[config.mk]
export PLATFORM = sky130hd
export DESIGN_NAME = sr_pattern_driver
export DESIGN_NICKNAME = d
export VERILOG_FILES = /design/src/rtl/sr_drv_pkg.sv /design/src/rtl/sr_excite_calc.sv /design/src/rtl/sr_pattern_driver.sv
export SDC_FILE = /design/constraint.sdc
export NUM_CORES = 1
export LEC_CHECK = 0
export ABC_CLOCK_PERIOD_IN_PS = 1800
export CAP_MARGIN = 20
export CORE_MARGIN = 4
export CORE_UTILIZATION = 40
export DETAILED_ROUTE_END_ITERATION = 8
export PLACE_DENSITY = 0.71
export SLEW_MARGIN = 40
export SYNTH_ARGS = -nofsm -noshare
export SYNTH_HDL_FRONTEND = slang
export SYNTH_SLANG_ARGS = --single-unit
[constraint.sdc]
create_clock -name clock -period 1.8 [get_ports clock]
set_clock_uncertainty 0.2 [all_clocks]
set_input_delay 0.27 -clock clock [delete_from_list [all_inputs] [get_ports clock]]
set_output_delay 0.27 -clock clock [all_outputs]
set_load 0.05 [all_outputs]
[src/rtl/sr_drv_pkg.sv]
// Shared types and helpers for the SR flip-flop pattern driver.
// Holds the FSM state encoding and the minimal SR excitation function.
package sr_drv_pkg;

    typedef enum logic [2:0] {
        StInit,
        StClear,
        StIdle,
        StDrive,
        StCheck
    } state_e;

    // {s, r} command encodings; s=r=1 is never produced.
    localparam logic [1:0] SrHold = 2'b00;
    localparam logic [1:0] SrSet  = 2'b10;
    localparam logic [1:0] SrRst  = 2'b01;

    function automatic logic [1:0] excite(input logic t, input logic m);
        if (t == m) begin
            return SrHold;
        end
        return t ? SrSet : SrRst;
    endfunction

endpackage

[src/rtl/sr_excite_calc.sv]
// Combinational SR excitation: target bit t against modelled q m.
// Kept as its own block so the rule can be exercised in isolation.
module sr_excite_calc
    import sr_drv_pkg::*;
(
    input  logic t_i,
    input  logic m_i,
    output logic s_o,
    output logic r_o
);

    assign {s_o, r_o} = excite(t_i, m_i);

endmodule

[src/rtl/sr_pattern_driver.sv]
// Replays a latched pattern MSB-first onto an SR flip-flop, two cycles per bit,
// checking the fed-back q after each bit and flagging any disagreement.
module sr_pattern_driver
    import sr_drv_pkg::*;
#(
    parameter int unsigned WIDTH = 8
) (
    input  logic             clock,
    input  logic             reset,
    input  logic             load_valid,
    output logic             load_ready,
    input  logic [WIDTH-1:0] load_data,
    output logic             s,
    output logic             r,
    input  logic             q_fb,
    output logic             busy,
    output logic             done,
    output logic             mismatch
);

    localparam int unsigned IdxW = $clog2(WIDTH);

    state_e            state_q, state_d;
    logic [WIDTH-1:0]  data_q, data_d;
    logic [IdxW-1:0]   idx_q, idx_d;
    logic              qm_q, qm_d;
    logic              s_q, s_d;
    logic              r_q, r_d;
    logic              done_q, done_d;
    logic              mism_q, mism_d;

    logic [IdxW-1:0]   idx_dec;
    logic              cur_bit;
    logic              exc_t;
    logic              exc_s;
    logic              exc_r;

    assign idx_dec = idx_q - IdxW'(1);
    assign cur_bit = data_q[idx_q];
    // In IDLE the first bit comes straight from the port; otherwise the next lower bit.
    assign exc_t   = (state_q == StIdle) ? load_data[WIDTH-1] : data_q[idx_dec];

    sr_excite_calc u_excite (
        .t_i (exc_t),
        .m_i (qm_q),
        .s_o (exc_s),
        .r_o (exc_r)
    );

    always_ff @(posedge clock or negedge reset) begin
        if (!reset) begin
            state_q <= StInit;
            data_q  <= '0;
            idx_q   <= '0;
            qm_q    <= 1'b0;
            s_q     <= 1'b0;
            r_q     <= 1'b0;
            done_q  <= 1'b0;
            mism_q  <= 1'b0;
        end else begin
            state_q <= state_d;
            data_q  <= data_d;
            idx_q   <= idx_d;
            qm_q    <= qm_d;
            s_q     <= s_d;
            r_q     <= r_d;
            done_q  <= done_d;
            mism_q  <= mism_d;
        end
    end

    always_comb begin
        state_d = state_q;
        data_d  = data_q;
        idx_d   = idx_q;
        qm_d    = qm_q;
        s_d     = 1'b0;
        r_d     = 1'b0;
        done_d  = 1'b0;
        mism_d  = mism_q;
        unique case (state_q)
            StInit: begin
                r_d     = 1'b1;
                state_d = StClear;
            end
            StClear: begin
                qm_d    = 1'b0;
                state_d = StIdle;
            end
            StIdle: begin
                if (load_valid) begin
                    data_d     = load_data;
                    mism_d     = 1'b0;
                    idx_d      = IdxW'(WIDTH - 1);
                    {s_d, r_d} = {exc_s, exc_r};
                    state_d    = StDrive;
                end
            end
            StDrive: begin
                qm_d    = cur_bit;
                state_d = StCheck;
            end
            StCheck: begin
                if (q_fb != cur_bit) begin
                    mism_d = 1'b1;
                end
                if (idx_q != '0) begin
                    idx_d      = idx_dec;
                    {s_d, r_d} = {exc_s, exc_r};
                    state_d    = StDrive;
                end else begin
                    done_d  = 1'b1;
                    state_d = StIdle;
                end
            end
            default: state_d = StInit;
        endcase
    end

    always_comb begin
        load_ready = (state_q == StIdle);
        busy       = (state_q == StDrive) || (state_q == StCheck);
        s          = s_q;
        r          = r_q;
        done       = done_q;
        mismatch   = mism_q;
    end

endmodule

* Word level (Yosys, flattened, before mapping)
Index checks and enable logic that the tools add are counted.
** Storage, ports and cells
- Register bits after elaboration :: 19
- Output and inout port bits :: 6
- Logic and storage cells :: 55
** Operators by class
- Equal/unequal tests :: 9
- Add/sub/neg operators :: 1
- Order comparisons :: 2
- Reduce and logical (&&, ||, !) cells :: 8
- Multiplexer cells :: 27
** Operators with widths (number)
- 3-bit case mux with 5 select lines :: 1
- 1-bit 2-to-1 mux :: 13
- 3-bit 2-to-1 mux :: 3
- 3-bit by 4-bit < comparator with 1-bit output (second input constant) :: 2
- 1-bit binary-select mux with 3-bit select :: 2
- 3-bit by 2-bit == test with 1-bit output (second input constant) :: 2
- 2-bit 2-to-1 mux :: 3
- 2-bit inequality test (second input constant) :: 3
- 1-bit case mux with 2 select lines :: 3
- 3-bit case mux with 2 select lines :: 1
- 3-bit AND reduction :: 2
- 2-bit nonzero test :: 2
- 3-bit by 1-bit == test with 1-bit output (second input constant) :: 1
- 3-bit == test (second input constant) :: 1
- 3-bit zero test :: 1
- 1-bit case mux with 3 select lines :: 1
- 3-bit nonzero test :: 1
- 3-bit by 1-bit subtractor with 3-bit output (second input constant) :: 1
- 2-bit AND reduction :: 1
- 1-bit == test :: 1
- 1-bit logical OR :: 1
- 1-bit inequality test :: 1

* Longest topological paths before layout
- Word-level depth :: 9
- Gate-level depth with buffers :: 6
- Mapped depth without buffers :: 6

* Hierarchy
A second synthesis with hierarchy kept.
** Second synthesis, totals
- Cells, all modules :: 81
- Area, all modules :: 989.7 sq um
** By module, submodules not included
- sr_pattern_driver :: area an instance 974.7 sq um, instances 1, cells an instance 79
- sr_excite_calc :: area an instance 15.0 sq um, instances 1, cells an instance 2

* Worst setup path after synthesis
OpenSTA, ideal clock, no wires.
- Kind :: register -> register
- Start :: register state_q[0]
- End :: register data_q[0]
- Arrival time :: 1914 ps
- Stages on the path, launching flop included :: 6
- Slack :: -439 ps
- Path buffers :: 2
- Path through :: dfrtp_1 -> clkbuf_8 -> nor3b_2 -> nand2_1 -> clkbuf_8 -> mux2_2
** Between the ends
- Word-level cells in the longest chain between the ends :: 2
** Ends and longest elaborated chain
- from (decl) :: RTL line sr_pattern_driver.sv:23 : state_e state_q, state_d;
- from (signal assigned) :: RTL line sr_pattern_driver.sv:52 : state_q <= StInit;
- from (signal assigned) :: RTL line sr_pattern_driver.sv:61 : state_q <= state_d;
- 3-bit by 2-bit == test with 1-bit output
- via load_ready :: RTL line sr_pattern_driver.sv:11 : output logic load_ready,
- 2-bit AND reduction (no line)
- to (signal assigned) :: RTL line sr_pattern_driver.sv:62 : data_q <= data_d;
- to (decl) :: RTL line sr_pattern_driver.sv:24 : logic [WIDTH-1:0] data_q, data_d;
The timed path passes the listed nets, and every way through them passes these cells.
A chain may end at the register's enable or synchronous reset.

* Worst setup path in the final report
- Start :: register idx_q[0]
- End :: register r_q, in the netlist r
** Between the ends
- Word-level cells in the longest chain between the ends :: 9
- Elaborated cells on any way between the ends :: 12
** Ends and longest elaborated chain
- from (decl) :: RTL line sr_pattern_driver.sv:25 : logic [IdxW-1:0] idx_q, idx_d;
- from (signal assigned) :: RTL line sr_pattern_driver.sv:63 : idx_q <= idx_d;
- 3-bit by 1-bit subtractor with 3-bit output :: RTL line sr_pattern_driver.sv:38 : assign idx_dec = idx_q - IdxW'(1);
- 1-bit binary-select mux with 3-bit select :: RTL line sr_pattern_driver.sv:41 : assign exc_t = (state_q == StIdle) ? load_data[WIDTH-1] : data_q[idx_dec];
- 1-bit 2-to-1 mux (not written as such) :: RTL line sr_pattern_driver.sv:41
- 1-bit 2-to-1 mux :: RTL line sr_pattern_driver.sv:41
- 1-bit == test :: RTL line sr_drv_pkg.sv:19 : if (t == m) begin
- 1-bit 2-to-1 mux :: RTL line sr_drv_pkg.sv:19
- 2-bit 2-to-1 mux :: RTL line sr_drv_pkg.sv:22 : return t ? SrSet : SrRst;
- 1-bit 2-to-1 mux (on tied branches) :: RTL line sr_pattern_driver.sv:107, sr_pattern_driver.sv:91
- 1-bit case mux with 3 select lines (*) :: RTL line sr_pattern_driver.sv:81 : unique case (state_q)
- via r_d :: RTL line sr_pattern_driver.sv:28 : logic r_q, r_d;
- to (signal assigned) :: RTL line sr_pattern_driver.sv:66 : r_q <= r_d;
- to (decl) :: RTL line sr_pattern_driver.sv:28
Mark *: on every way through the listed nets, which the timed path passes. The rest lies on a longest branch. The select of a mux whose other input is x is not followed.

==> parameters.txt <==
Parameter                              Value

Clocking
  Worst skew pair latency ... 0.29 ns
  Largest buffer count on any clock path ... 2
  Number of buffers created by CTS ... 3
  CTS tree ... built
  Register clock-pin slew on the reported worst setup and hold paths ... 0.10 ns
  Num Clock Sinks ... 19
  CTS Root Cell ... sky130_fd_sc_hd__clkbuf_4
  Maximum level of the CTS H-tree ... 1

Finish
  Share of final-layout standard cells stronger than drive strength 1 ... 43.4%
  Filler cell count ... 193
  Synthesis-to-layout area growth ... 44.3%
  Count of nets after finishing ... 128
  Antenna cells ... 0
  Post-layout utilization of the core ... 61.5%

STA
  Hold Violations, Final ... 0
  Fin crit share ... 108%
  RSZ-0062 raised after global routing ... true
  Tmin final ... 1.94 ns
  Worst-margin pin slew ... 0.289 ns
  Total negative slack for setup checks ... -0.234 ns
  Worst relative slew slack ... 80.7%
  Pins Over Slew Limit ... 0
  Maximum clock frequency ... 514 MHz
  Final Worst Setup Slack ... -0.144 ns
  Setup violation total in the final timing report ... 3

Power and ir drop
  Power consumption ... 2.71 mW
  P per Cell Area ... 1950 nW/um^2
  IR drop worst, VDD ... 1.16 mV
  Static leakage ... 0.626 nW

Yosys
  Proportion of synthesized chip area in sequential cells ... 49.5%
  Area fraction of the dominant cell type after synthesis ... 49.5%
  Syn Std Cell Area ... 961 sq um
  Number of synthesized register bits ... 19
  Share of synthesized area spent on multiplexers ... 22.8%
  Share of synthesized cell area in and, or, nand and nor gates ... 11.6%
  Xor and xnor fraction of the mapped netlist area ... 2.73%
  Unique cell type count in the Yosys netlist ... 24
  Top cell type by total area after synthesis ... sky130_fd_sc_hd__dfrtp_1
  Combinational family with the most area after synthesis ... multiplexers
  Total nets after synthesis ... 92
  Number of instances in the synthesized netlist ... 78
  Compound-cell area share of the yosys netlist ... 5.99%
  Top cells by area in the synthesized netlist ... sky130_fd_sc_hd__dfrtp_1, sky130_fd_sc_hd__mux2_2, sky130_fd_sc_hd__mux4_1
  Post-Syn Area per Cell ... 12.3 sq um
  Adder and majority cell fraction of the synthesized area ... 2.60%
  Warnings from Yosys ... 0

Worst setup path
  Setup slack, reg-to-reg ... -0.14 ns
  Worst Setup Start Kind ... flop
  Nature of the critical path endpoint ... flop
  Worst reg2reg path startpoint ... idx_q[0]
  Delay of the slowest cell on the worst path ... 0.42 ns
  Critical-path cell list ... inv_2, ha_4, mux4_2, mux2_4, mux2i_4, a32o_1
  Data arrival, critical path ... 1.98 ns
  Cell with the biggest individual delay on the critical path ... sky130_fd_sc_hd__dfrtp_1
  Crit path buffers/inverters ... 1
  Highest fanout seen on the critical path ... 4
  Required time reported for the critical path endpoint ... 1.83 ns
  RR Endpoint ... r
  Crit path kind ... flop to flop
  Cell family with most CP delay ... multiplexers
  Count of cells along the worst register-to-register path ... 6

Status
  Failing checks ... setup timing
  Status ... finished with violations

Drt
  Number of vias per cell ... 5.23
  Total wire length ... 2.05 mm
  Number of optimization iterations in the first detailed-route pass ... 4
  Total number of vias ... 737
  # DRC ... 0
  Post-route antenna net violation count ... 0
  Routed wirelength normalized by instance count ... 14.5 um
  DRT iter0 DRCs ... 14

Global routing
  Global-route wire length before repair ... 3.33 mm
  Largest net degree at the start of global routing ... 20
  Overflow left after global routing ... 0
  Via count of the first global-routing pass ... 761
  Initial antenna violation count ... 0
  Total global-route track usage ... 13.7%

Die
  Die Height ... 57.0 um
  Placeable core region ... 2250 sq um
  Number of top-level design ports ... 18
  Standard-cell row count ... 17
  Starting Density ... 42.6%
  Floorplan die area ... 3250 sq um
  Overall die width ... 57.0 um

Run
  Number of maximum-capacitance constraint violations ... 0

Place
  Final estimated routing congestion in global placement ... 0.808
  Port buffer count ... 17
  Detailed placement HPWL ... 1.48 mm

Worst hold path
  Type of the worst min-delay path ... input port to asynchronous set/reset pin
[how the worst max path moves through the flow]
stage	cells past startpoint	end	from	slack, ns
floorplan	5	data_q[0]	state_q[0]	-0.17
global placement	6	r	idx_q[0]	-0.08
detailed placement	6	r	idx_q[0]	-0.14
CTS	6	r	idx_q[0]	-0.15
global route	6	r	idx_q[0]	-0.19
finish	6	r	idx_q[0]	-0.14
[final cells by class]
| class | instances | area [sq um] | share of cell area [%] |
|---|---|---|---|
| Sequential cell | 19 | 475 | 34.3 |
| Inverter | 5 | 18.8 | 1.35 |
| Tap cell | 28 | 35.0 | 2.53 |
| Multi-Input combinational cell | 52 | 519 | 37.5 |
| Timing Repair Buffer | 33 | 312 | 22.5 |
| Clock buffer | 4 | 26.3 | 1.90 |
[registers in the layout (all words and copies together) (netlist names)]
name and flops:
qm_q 1, mismatch 1, done 1, r 1, state_q 3, data_q 8, idx_q 3, s 1
[layer usage]
layer / up-vias / global-route usage [%] / wire [um]
li1: 347 / - / -
met1: 362 / 15.7 / 804
met2: 24 / 23.7 / 1090
met3: 4 / 3.17 / 110
met4: 0 / 6.95 / 40
met5: - / 0 / 0
[cells by family (layout without fill, tap and decap cells)]
| family | after synthesis | count (layout) |
|---|---|---|
| muxes | 15 | 15 |
| AOI/OAI and AO/OA | 10 | 10 |
| buffers and inverters | 7 | 42 |
| and+or+nand+nor | 22 | 22 |
| xor gates and xnor gates | 3 | 3 |
| DFF | 19 | 19 |
| adders and majority gates | 2 | 2 |
[power by group]
group | switching, mW | total [mW] | leakage [nW] | internal (mW)
registers | 0.155 | 0.772 | 0.228 | 0.617
logic | 0.773 | 1.73 | 0.384 | 0.953
clock network | 0.125 | 0.211 | 0.0150 | 0.0862
total | 1.05 | 2.71 | 0.626 | 1.66
[layout by cell type (no fill, tap or decap)]
cell type                         synthesis  routed
sky130_fd_sc_hd__mux2_2                   9       7
sky130_fd_sc_hd__mux4_2                   2       3
sky130_fd_sc_hd__nor2b_1                  1       1
sky130_fd_sc_hd__inv_1                    5       3
sky130_fd_sc_hd__xnor2_1                  2       2
sky130_fd_sc_hd__nor3b_2                  1       1
sky130_fd_sc_hd__nand3_2                  0       1
sky130_fd_sc_hd__mux2_4                   0       2
sky130_fd_sc_hd__a32o_1                   1       1
sky130_fd_sc_hd__ha_1                     2       1
sky130_fd_sc_hd__nor3_2                   0       1
sky130_fd_sc_hd__buf_6                    0       3
sky130_fd_sc_hd__a22oi_1                  1       1
sky130_fd_sc_hd__or3_1                    1       1
sky130_fd_sc_hd__or3b_4                   0       1
sky130_fd_sc_hd__clkbuf_1                 0       1
sky130_fd_sc_hd__buf_4                    0      17
sky130_fd_sc_hd__dfrtp_1                 19      19
sky130_fd_sc_hd__nand2b_1                 1       1
sky130_fd_sc_hd__o21ai_0                  4       3
sky130_fd_sc_hd__inv_2                    0       2
sky130_fd_sc_hd__clkdlybuf4s50_1          0      11
sky130_fd_sc_hd__nor2_1                   5       5
sky130_fd_sc_hd__a21oi_1                  4       4
sky130_fd_sc_hd__clkbuf_4                 0       3
sky130_fd_sc_hd__mux2i_4                  0       2
sky130_fd_sc_hd__nand3_1                  2       1
sky130_fd_sc_hd__o21ai_1                  0       1
sky130_fd_sc_hd__buf_12                   0       2
sky130_fd_sc_hd__nand2_1                  8       6
sky130_fd_sc_hd__ha_4                     0       1
sky130_fd_sc_hd__mux4_1                   2       1
sky130_fd_sc_hd__nor3b_4                  0       1
sky130_fd_sc_hd__nand2_4                  0       2
sky130_fd_sc_hd__xor2_1                   1       1
[through the flow]
step / setup slack [ns] / cells / instance area [sq um] / hold WS (ns)
2_1_floorplan: -0.171 / 78 / 988 / -0.226
3_3_place_gp: -0.0759 / 129 / 1240 / 0.271
3_5_place_dp: -0.144 / 129 / 1240 / 0.298
4_1_cts: -0.150 / 139 / 1330 / 0.0969
5_1_grt: -0.194 / 141 / 1390 / 0.108
6_report: -0.144 / 141 / 1390 / 0.0991
[repair_timing]
item	in CTS	in global routing
resized for setup	7	8
setup endpoints to repair	5	10
pin swaps	3	2
buffers inserted	6	2
hold buffers	0	0
[synth_stat cells]
master,number
sky130_fd_sc_hd__nor3_1,1
sky130_fd_sc_hd__nand2_1,8
sky130_fd_sc_hd__nor2_1,5
sky130_fd_sc_hd__o21ai_0,4
sky130_fd_sc_hd__dfrtp_1,19
sky130_fd_sc_hd__clkbuf_8,2
sky130_fd_sc_hd__or3_1,1
sky130_fd_sc_hd__inv_1,5
sky130_fd_sc_hd__nor3b_2,1
sky130_fd_sc_hd__a22oi_1,1
sky130_fd_sc_hd__a32o_1,1
sky130_fd_sc_hd__mux2_2,9
sky130_fd_sc_hd__xor2_1,1
sky130_fd_sc_hd__mux4_1,2
sky130_fd_sc_hd__mux2i_1,2
sky130_fd_sc_hd__xnor2_1,2
sky130_fd_sc_hd__a21oi_1,4
sky130_fd_sc_hd__nor3b_1,1
sky130_fd_sc_hd__nor2b_1,1
sky130_fd_sc_hd__nand3_1,2
sky130_fd_sc_hd__or3b_2,1
sky130_fd_sc_hd__nand2b_1,1
sky130_fd_sc_hd__ha_1,2
sky130_fd_sc_hd__mux4_2,2
[worst reg2reg max path, delay by kind of cell, from the launching register on]
kind                     cells  cell delay, ns
AO/OA/AOI/OAI                1            0.18
adder cells (fa/ha/maj)      1            0.28
buffers and inverters        1            0.08
flip-flops                   1            0.42
multiplexers                 3            0.72
No activity file was read; power rests on OpenSTA's default activity.
